$ cat src/rtl/cafea_brew_ctrl_pkg.sv
// rtl/cafea_brew_ctrl_pkg.sv - shared state and drink codes for the brew controller
// Purpose: state encoding (also shown on the debug display) and drink codes.
// The credit/selection FSM uses the same drink codes.
package cafea_brew_ctrl_pkg;

    typedef enum logic [2:0] {
        ST_IDLE  = 3'd0,
        ST_GRIND = 3'd1,
        ST_BREW  = 3'd2,
        ST_MILK  = 3'd3,
        ST_DONE  = 3'd4,
        ST_ERR   = 3'd5
    } state_t;

    localparam logic [1:0] DR_NONE  = 2'b00;
    localparam logic [1:0] DR_EXPR  = 2'b01;
    localparam logic [1:0] DR_EXPRL = 2'b10;
    localparam logic [1:0] DR_CAP   = 2'b11;

endpackage

$ cat src/rtl/cafea_phase_timer.sv
// rtl/cafea_phase_timer.sv - down-counter that times one brew phase
// Purpose: loaded with T-1 on phase entry, counts down while run=1, flags expiry at 0.
// Ports:
//   clk, rst        clock, asynchronous active-high reset
//   load, load_val  load the count (load wins over run)
//   run             decrement by one this cycle (held at 0 once there)
//   expired         count == 0
module cafea_phase_timer #(
    parameter int CNT_W = 8
) (
    input  logic             clk,
    input  logic             rst,
    input  logic             load,
    input  logic [CNT_W-1:0] load_val,
    input  logic             run,
    output logic             expired
);

    logic [CNT_W-1:0] count_q;
    logic [CNT_W-1:0] count_d;

    always_comb begin
        count_d = count_q;
        if (load) begin
            count_d = load_val;
        end else if (run && (count_q != '0)) begin
            count_d = count_q - 1'b1;
        end
    end

    always_ff @(posedge clk or posedge rst) begin
        if (rst) begin
            count_q <= '0;
        end else begin
            count_q <= count_d;
        end
    end

    assign expired = (count_q == '0);

endmodule

$ cat src/rtl/cafea_brew_ctrl.sv
// rtl/cafea_brew_ctrl.sv - brew sequencer: grind, brew, optional milk, then done/err
// Purpose: Moore FSM driving grinder, pump and frother through timed phases.
// Ports:
//   clk, rst                       clock, asynchronous active-high reset
//   start, drink, water_ok, abort  request, drink code, water sensor, service abort
//   ready                          high in IDLE only
//   grinder_on, pump_on, frother_on actuator enables (at most one at a time)
//   done, err                      one-cycle completion / failure pulses
//   state                          current state code for the debug display
module cafea_brew_ctrl
    import cafea_brew_ctrl_pkg::*;
#(
    parameter int CNT_W        = 8,
    parameter int T_GRIND      = 4,
    parameter int T_BREW_SHORT = 6,
    parameter int T_BREW_LONG  = 10,
    parameter int T_MILK       = 5
) (
    input  logic       clk,
    input  logic       rst,
    input  logic       start,
    input  logic [1:0] drink,
    input  logic       water_ok,
    input  logic       abort,
    output logic       ready,
    output logic       grinder_on,
    output logic       pump_on,
    output logic       frother_on,
    output logic       done,
    output logic       err,
    output logic [2:0] state
);

    localparam logic [CNT_W-1:0] LD_GRIND = CNT_W'(T_GRIND - 1);
    localparam logic [CNT_W-1:0] LD_SHORT = CNT_W'(T_BREW_SHORT - 1);
    localparam logic [CNT_W-1:0] LD_LONG  = CNT_W'(T_BREW_LONG - 1);
    localparam logic [CNT_W-1:0] LD_MILK  = CNT_W'(T_MILK - 1);

    state_t           state_q;
    state_t           state_d;
    logic [1:0]       drink_q;
    logic [1:0]       drink_d;
    logic             tmr_load;
    logic [CNT_W-1:0] tmr_load_val;
    logic             tmr_run;
    logic             tmr_expired;

    cafea_phase_timer #(
        .CNT_W(CNT_W)
    ) u_timer (
        .clk      (clk),
        .rst      (rst),
        .load     (tmr_load),
        .load_val (tmr_load_val),
        .run      (tmr_run),
        .expired  (tmr_expired)
    );

    always_comb begin
        state_d      = state_q;
        drink_d      = drink_q;
        tmr_load     = 1'b0;
        tmr_load_val = '0;
        tmr_run      = 1'b0;
        case (state_q)
            ST_IDLE: begin
                if (start && (drink != DR_NONE)) begin
                    if (water_ok) begin
                        state_d      = ST_GRIND;
                        drink_d      = drink;
                        tmr_load     = 1'b1;
                        tmr_load_val = LD_GRIND;
                    end else begin
                        state_d = ST_ERR;
                    end
                end
            end
            ST_GRIND: begin
                if (abort) begin
                    state_d = ST_IDLE;
                end else if (tmr_expired) begin
                    state_d      = ST_BREW;
                    tmr_load     = 1'b1;
                    tmr_load_val = (drink_q == DR_EXPRL) ? LD_LONG : LD_SHORT;
                end else begin
                    tmr_run = 1'b1;
                end
            end
            ST_BREW: begin
                // Abort outranks a dry tank so a service abort never reports err.
                if (abort) begin
                    state_d = ST_IDLE;
                end else if (!water_ok) begin
                    state_d = ST_ERR;
                end else if (tmr_expired) begin
                    if (drink_q == DR_CAP) begin
                        state_d      = ST_MILK;
                        tmr_load     = 1'b1;
                        tmr_load_val = LD_MILK;
                    end else begin
                        state_d = ST_DONE;
                    end
                end else begin
                    tmr_run = 1'b1;
                end
            end
            ST_MILK: begin
                if (abort) begin
                    state_d = ST_IDLE;
                end else if (tmr_expired) begin
                    state_d = ST_DONE;
                end else begin
                    tmr_run = 1'b1;
                end
            end
            ST_DONE: state_d = ST_IDLE;
            ST_ERR:  state_d = ST_IDLE;
            default: state_d = ST_IDLE;
        endcase
    end

    always_ff @(posedge clk or posedge rst) begin
        if (rst) begin
            state_q <= ST_IDLE;
            drink_q <= DR_NONE;
        end else begin
            state_q <= state_d;
            drink_q <= drink_d;
        end
    end

    // Pure state decode: reset clears every actuator without waiting for a clock.
    assign ready      = (state_q == ST_IDLE);
    assign grinder_on = (state_q == ST_GRIND);
    assign pump_on    = (state_q == ST_BREW);
    assign frother_on = (state_q == ST_MILK);
    assign done       = (state_q == ST_DONE);
    assign err        = (state_q == ST_ERR);
    assign state      = state_q;

endmodule

$ cat config.mk
export PLATFORM = sky130hd
export DESIGN_NAME = cafea_brew_ctrl
export DESIGN_NICKNAME = d
export VERILOG_FILES = /design/src/rtl/cafea_brew_ctrl_pkg.sv /design/src/rtl/cafea_phase_timer.sv /design/src/rtl/cafea_brew_ctrl.sv
export SDC_FILE = /design/constraint.sdc
export NUM_CORES = 1
export LEC_CHECK = 0
export ABC_AREA = 1
export ABC_CLOCK_PERIOD_IN_PS = 1300
export CORE_MARGIN = 3
export CORE_UTILIZATION = 47
export DETAILED_ROUTE_END_ITERATION = 10
export PLACE_DENSITY = 0.74
export SYNTH_ARGS = -nofsm -noshare
export SYNTH_HDL_FRONTEND = slang
export SYNTH_SLANG_ARGS = --single-unit
$ cat constraint.sdc
create_clock -name clk -period 1.3 [get_ports clk]
set_input_delay 0.26 -clock clk [delete_from_list [all_inputs] [get_ports clk]]
set_output_delay 0.26 -clock clk [all_outputs]
set_load 0.005 [all_outputs]
==> results by group <==
Status
  • Status: complete, but fails checks
  • Violated checks: negative setup slack

Yosys
  • Post-Syn Area: 0.00100 mm2
  • Avg Inst Size Synth: 7.50 um2
  • Yosys warnings: 0
  • Ys async rst share: 100%
  • Top cells by area, synth: dfrtp_1 32%, nand2_1 12%, inv_1 6.7%, nor2_1 6.7%, o21ai_2 6.1%
  • Synth unique cells: 27
  • Synth Flop Type: dfrtp_1
  • Syn Inst Count: 134
  • Synth area leader: dfrtp_1
  • Synth Register Bits: 13
  • Post-synth EDFFs: 0
  • Most common cell in the netlist: nand2_1
  • Sequential fraction of the synthesis area: 32.4%
  • Most instantiated cells after synthesis: 31 x nand2_1, 18 x inv_1, 18 x nor2_1
  • Area share of the largest cell type after synthesis: 32.4%
  • Syn_nets: 143

Setup path
  • CP max stage cell: dfrtp_2
  • CP Cell Sequence: inv_2 > buf_6 > nor3_4 > buf_6 > nand2_4 > nor2_4 > nor2_8 > nand3b_1 > o21ai_2
  • Delay-heaviest family, CP: simple AND/OR/NAND/NOR gates
  • Worst r2r src: state[1]
  • Worst Setup End Kind: flip-flop
  • Most common cell type on the critical path: buf_6
  • Crit path required time: 1.48 ns
  • CP arrival: 1.75 ns
  • CP Class: reg -> reg
  • CP startpoint kind: flip-flop
  • Crit-path max FO: 9
  • Bufs and invs on worst path: 3
  • Origin of the worst setup path: state[1]
  • Slowest Stage Delay on Critical Path: 0.44 ns

Power and ir drop
  • Switch share: 45.9%
  • Sequential Power Share: 19.5%
  • Comb pwr share: 74.1%
  • Peak VDD IR: 1530 uV
  • Pint: 2.18 mW
  • Sw Pwr: 1.85 mW
  • Clock power frac: 6.4%
  • Cell Pwr Density: 2470 mW/mm2
  • Leak Pwr: 0.872 nW

Detailed routing
  • Post-DR wirelength/cell: 15.9 um
  • Vias: 1,167
  • Drt first pass iters: 4
  • Met3 wire length: 181 um
  • Top Metal Used: met4
  • Number of remaining DRC errors: 0
  • Vias per inst: 5.26
  • Met2 WL: 1920 um
  • Antenna-violating nets left: 0
  • Met1 wire length: 1360 um
  • Drt initial violations: 46
  • Routed WL: 3530 um

Final layout
  • Antenna Cells: 0
  • Area delta synth->final: 62.3%
  • Final core occ: 81.4%
  • Share of layout cells above drive strength 1: 49.2%
  • Post-route cell area: 0.00163 mm2
  • Fillcell total: 125
  • Final nets: 205

Clock tree
  • # H-tree levels: 1
  • Hold-fix buffer count after cts: 0
  • CTS tree: built
  • Clk root buf: clkbuf_4
  • Num CTS Buffers: 3
  • Clock Latency Late Sink: 0.28 ns
  • Clock sink count: 13
  • CTS clk-pin slew, worst paths: 0.08 ns
  • Bufs on Longest Clock Path: 2

Placement
  • Cell Area, Placed: 0.00137 mm2
  • Detailed placement HPWL: 1920 um
  • IO buf count: 15
  • RePlAce Congestion: 0.926

STA
  • # setup viols final: 20
  • Clock Skew: 0.00558 ns
  • Final period util: 121%
  • Final hold vios: 0
  • RSZ-0062 raised after global routing: yes
  • Headroom to the max-slew limit: 82.7%
  • Minimum clock period: 1.57 ns
  • Fmax: 636 MHz
  • Fin. max-slew vios: 0
  • Slew @ Worst Pin: 0.258 ns
  • Fin worst setup slack: -0.272 ns

Floorplan
  • Die W: 52.2 um
  • Die area: 0.00273 mm2
  • Core Rows: 16
  • Initial core utilization: 50.2%
  • Core area: 0.00200 mm2
  • # IOs: 16
  • Die Y: 52.2 um

Global routing
  • Grt total ovfl: 0
  • Initial antenna violation count: 0
  • Vias in the first global route: 1,153
  • Gr usage total: 25.2%
  • Largest net degree at the start of global routing: 14
  • First-pass GRT wire length: 5030 um

Min path
  • Min-Delay Path Class: in -> async

Job
  • Max-Cap Viols: 0
-- final timing paths --
kind | end | slack (ns) | cells after the start
setup / recovery | u_timer.count_q[6] | -0.27 | 9
hold / removal | u_timer.count_q[0] | 0.26 | 3
setup reg to reg | u_timer.count_q[6] | -0.27 | 9
hold reg to reg | drink_q[0] | 0.57 | 2
max in group asynchronous | state[2] | 0.87 | 3
min in group clk | drink_q[0] | 0.54 | 3
-- cell type report --
cell class | instances | area [um2] | area share (%)
repair buffers | 59 | 529 | 32.5
inverters | 22 | 85.1 | 5.22
flip-flops and latches | 13 | 329 | 20.2
multi-input cells | 97 | 627 | 38.4
clock buffers | 4 | 26.3 | 1.61
well taps | 27 | 33.8 | 2.07
-- cell families after synthesis --
logic type	Yosys count	share of synthesized area (%)
compound gates	16	12.0
flops	13	32.4
xor+xnor	2	1.74
simple gates	77	41.0
fa+ha+maj	2	2.49
buf+inv	24	10.5
-- worst register-to-register path: stages, from the launching register on --
cell      delay, ns
dfrtp_2        0.44
inv_2          0.08
buf_6          0.13
nor3_4         0.21
buf_6          0.14
nand2_4        0.05
nor2_4         0.15
nor2_8         0.09
nand3b_1       0.11
o21ai_2        0.06
-- sequential cells by signal, indices dropped and copies added (netlist names) --
signal and cells:
drink_q 2, state 3, u_timer.count_q 8
-- cells in the final DEF, fill, tap and decap left out, types with 6 or more instances in the layout --
cell and count:
dfrtp_1 10, o21ai_2 7, nor2_1 17, nand2_4 6, clkdlybuf4s50_1 6, nand2_1 27, nand3_1 8, inv_1 14
buf_4 26, inv_2 7, buf_6 19
-- power by group through the flow --
stage          Sequential, mW  Clock (mW)  Combinational [mW]
2_1_floorplan           0.753           0                1.33
3_3_place_gp            0.782           0                2.15
3_5_place_dp            0.797           0                2.20
4_1_cts                 0.771       0.256                2.60
5_1_grt                 0.805       0.278                3.22
6_report                0.786       0.258                2.99
-- through the flow --
| step | hold WS, ns | TNS (ns) | cells | total power, mW | setup slack [ns] |
|---|---|---|---|---|---|
| floorplan | 0.137 | -0.0574 | 134 | 2.09 | -0.0190 |
| finish | 0.258 | -4.20 | 222 | 4.03 | -0.272 |
| global route | 0.292 | -5.24 | 222 | 4.30 | -0.327 |
| CTS | 0.269 | -3.29 | 218 | 3.63 | -0.232 |
| global placement | 0.528 | -4.40 | 199 | 2.94 | -0.268 |
| detailed placement | 0.562 | -5.11 | 199 | 3.00 | -0.344 |
-- metal layers --
layer  global-route usage, %  vias up
met5                       0        -
met4                    7.66        0
met3                    6.27        9
met2                    43.5       42
met1                    30.6      572
li1                        -      544
-- repair_timing --
| item | 4_1_cts | 5_1_grt |
|---|---|---|
| setup buffers | 16 | 5 |
| setup endpoints to repair | 22 | 22 |
| resized for setup | 51 | 20 |
| pin swaps | 8 | 6 |
Note: power is estimated with default switching activity, not from simulation.
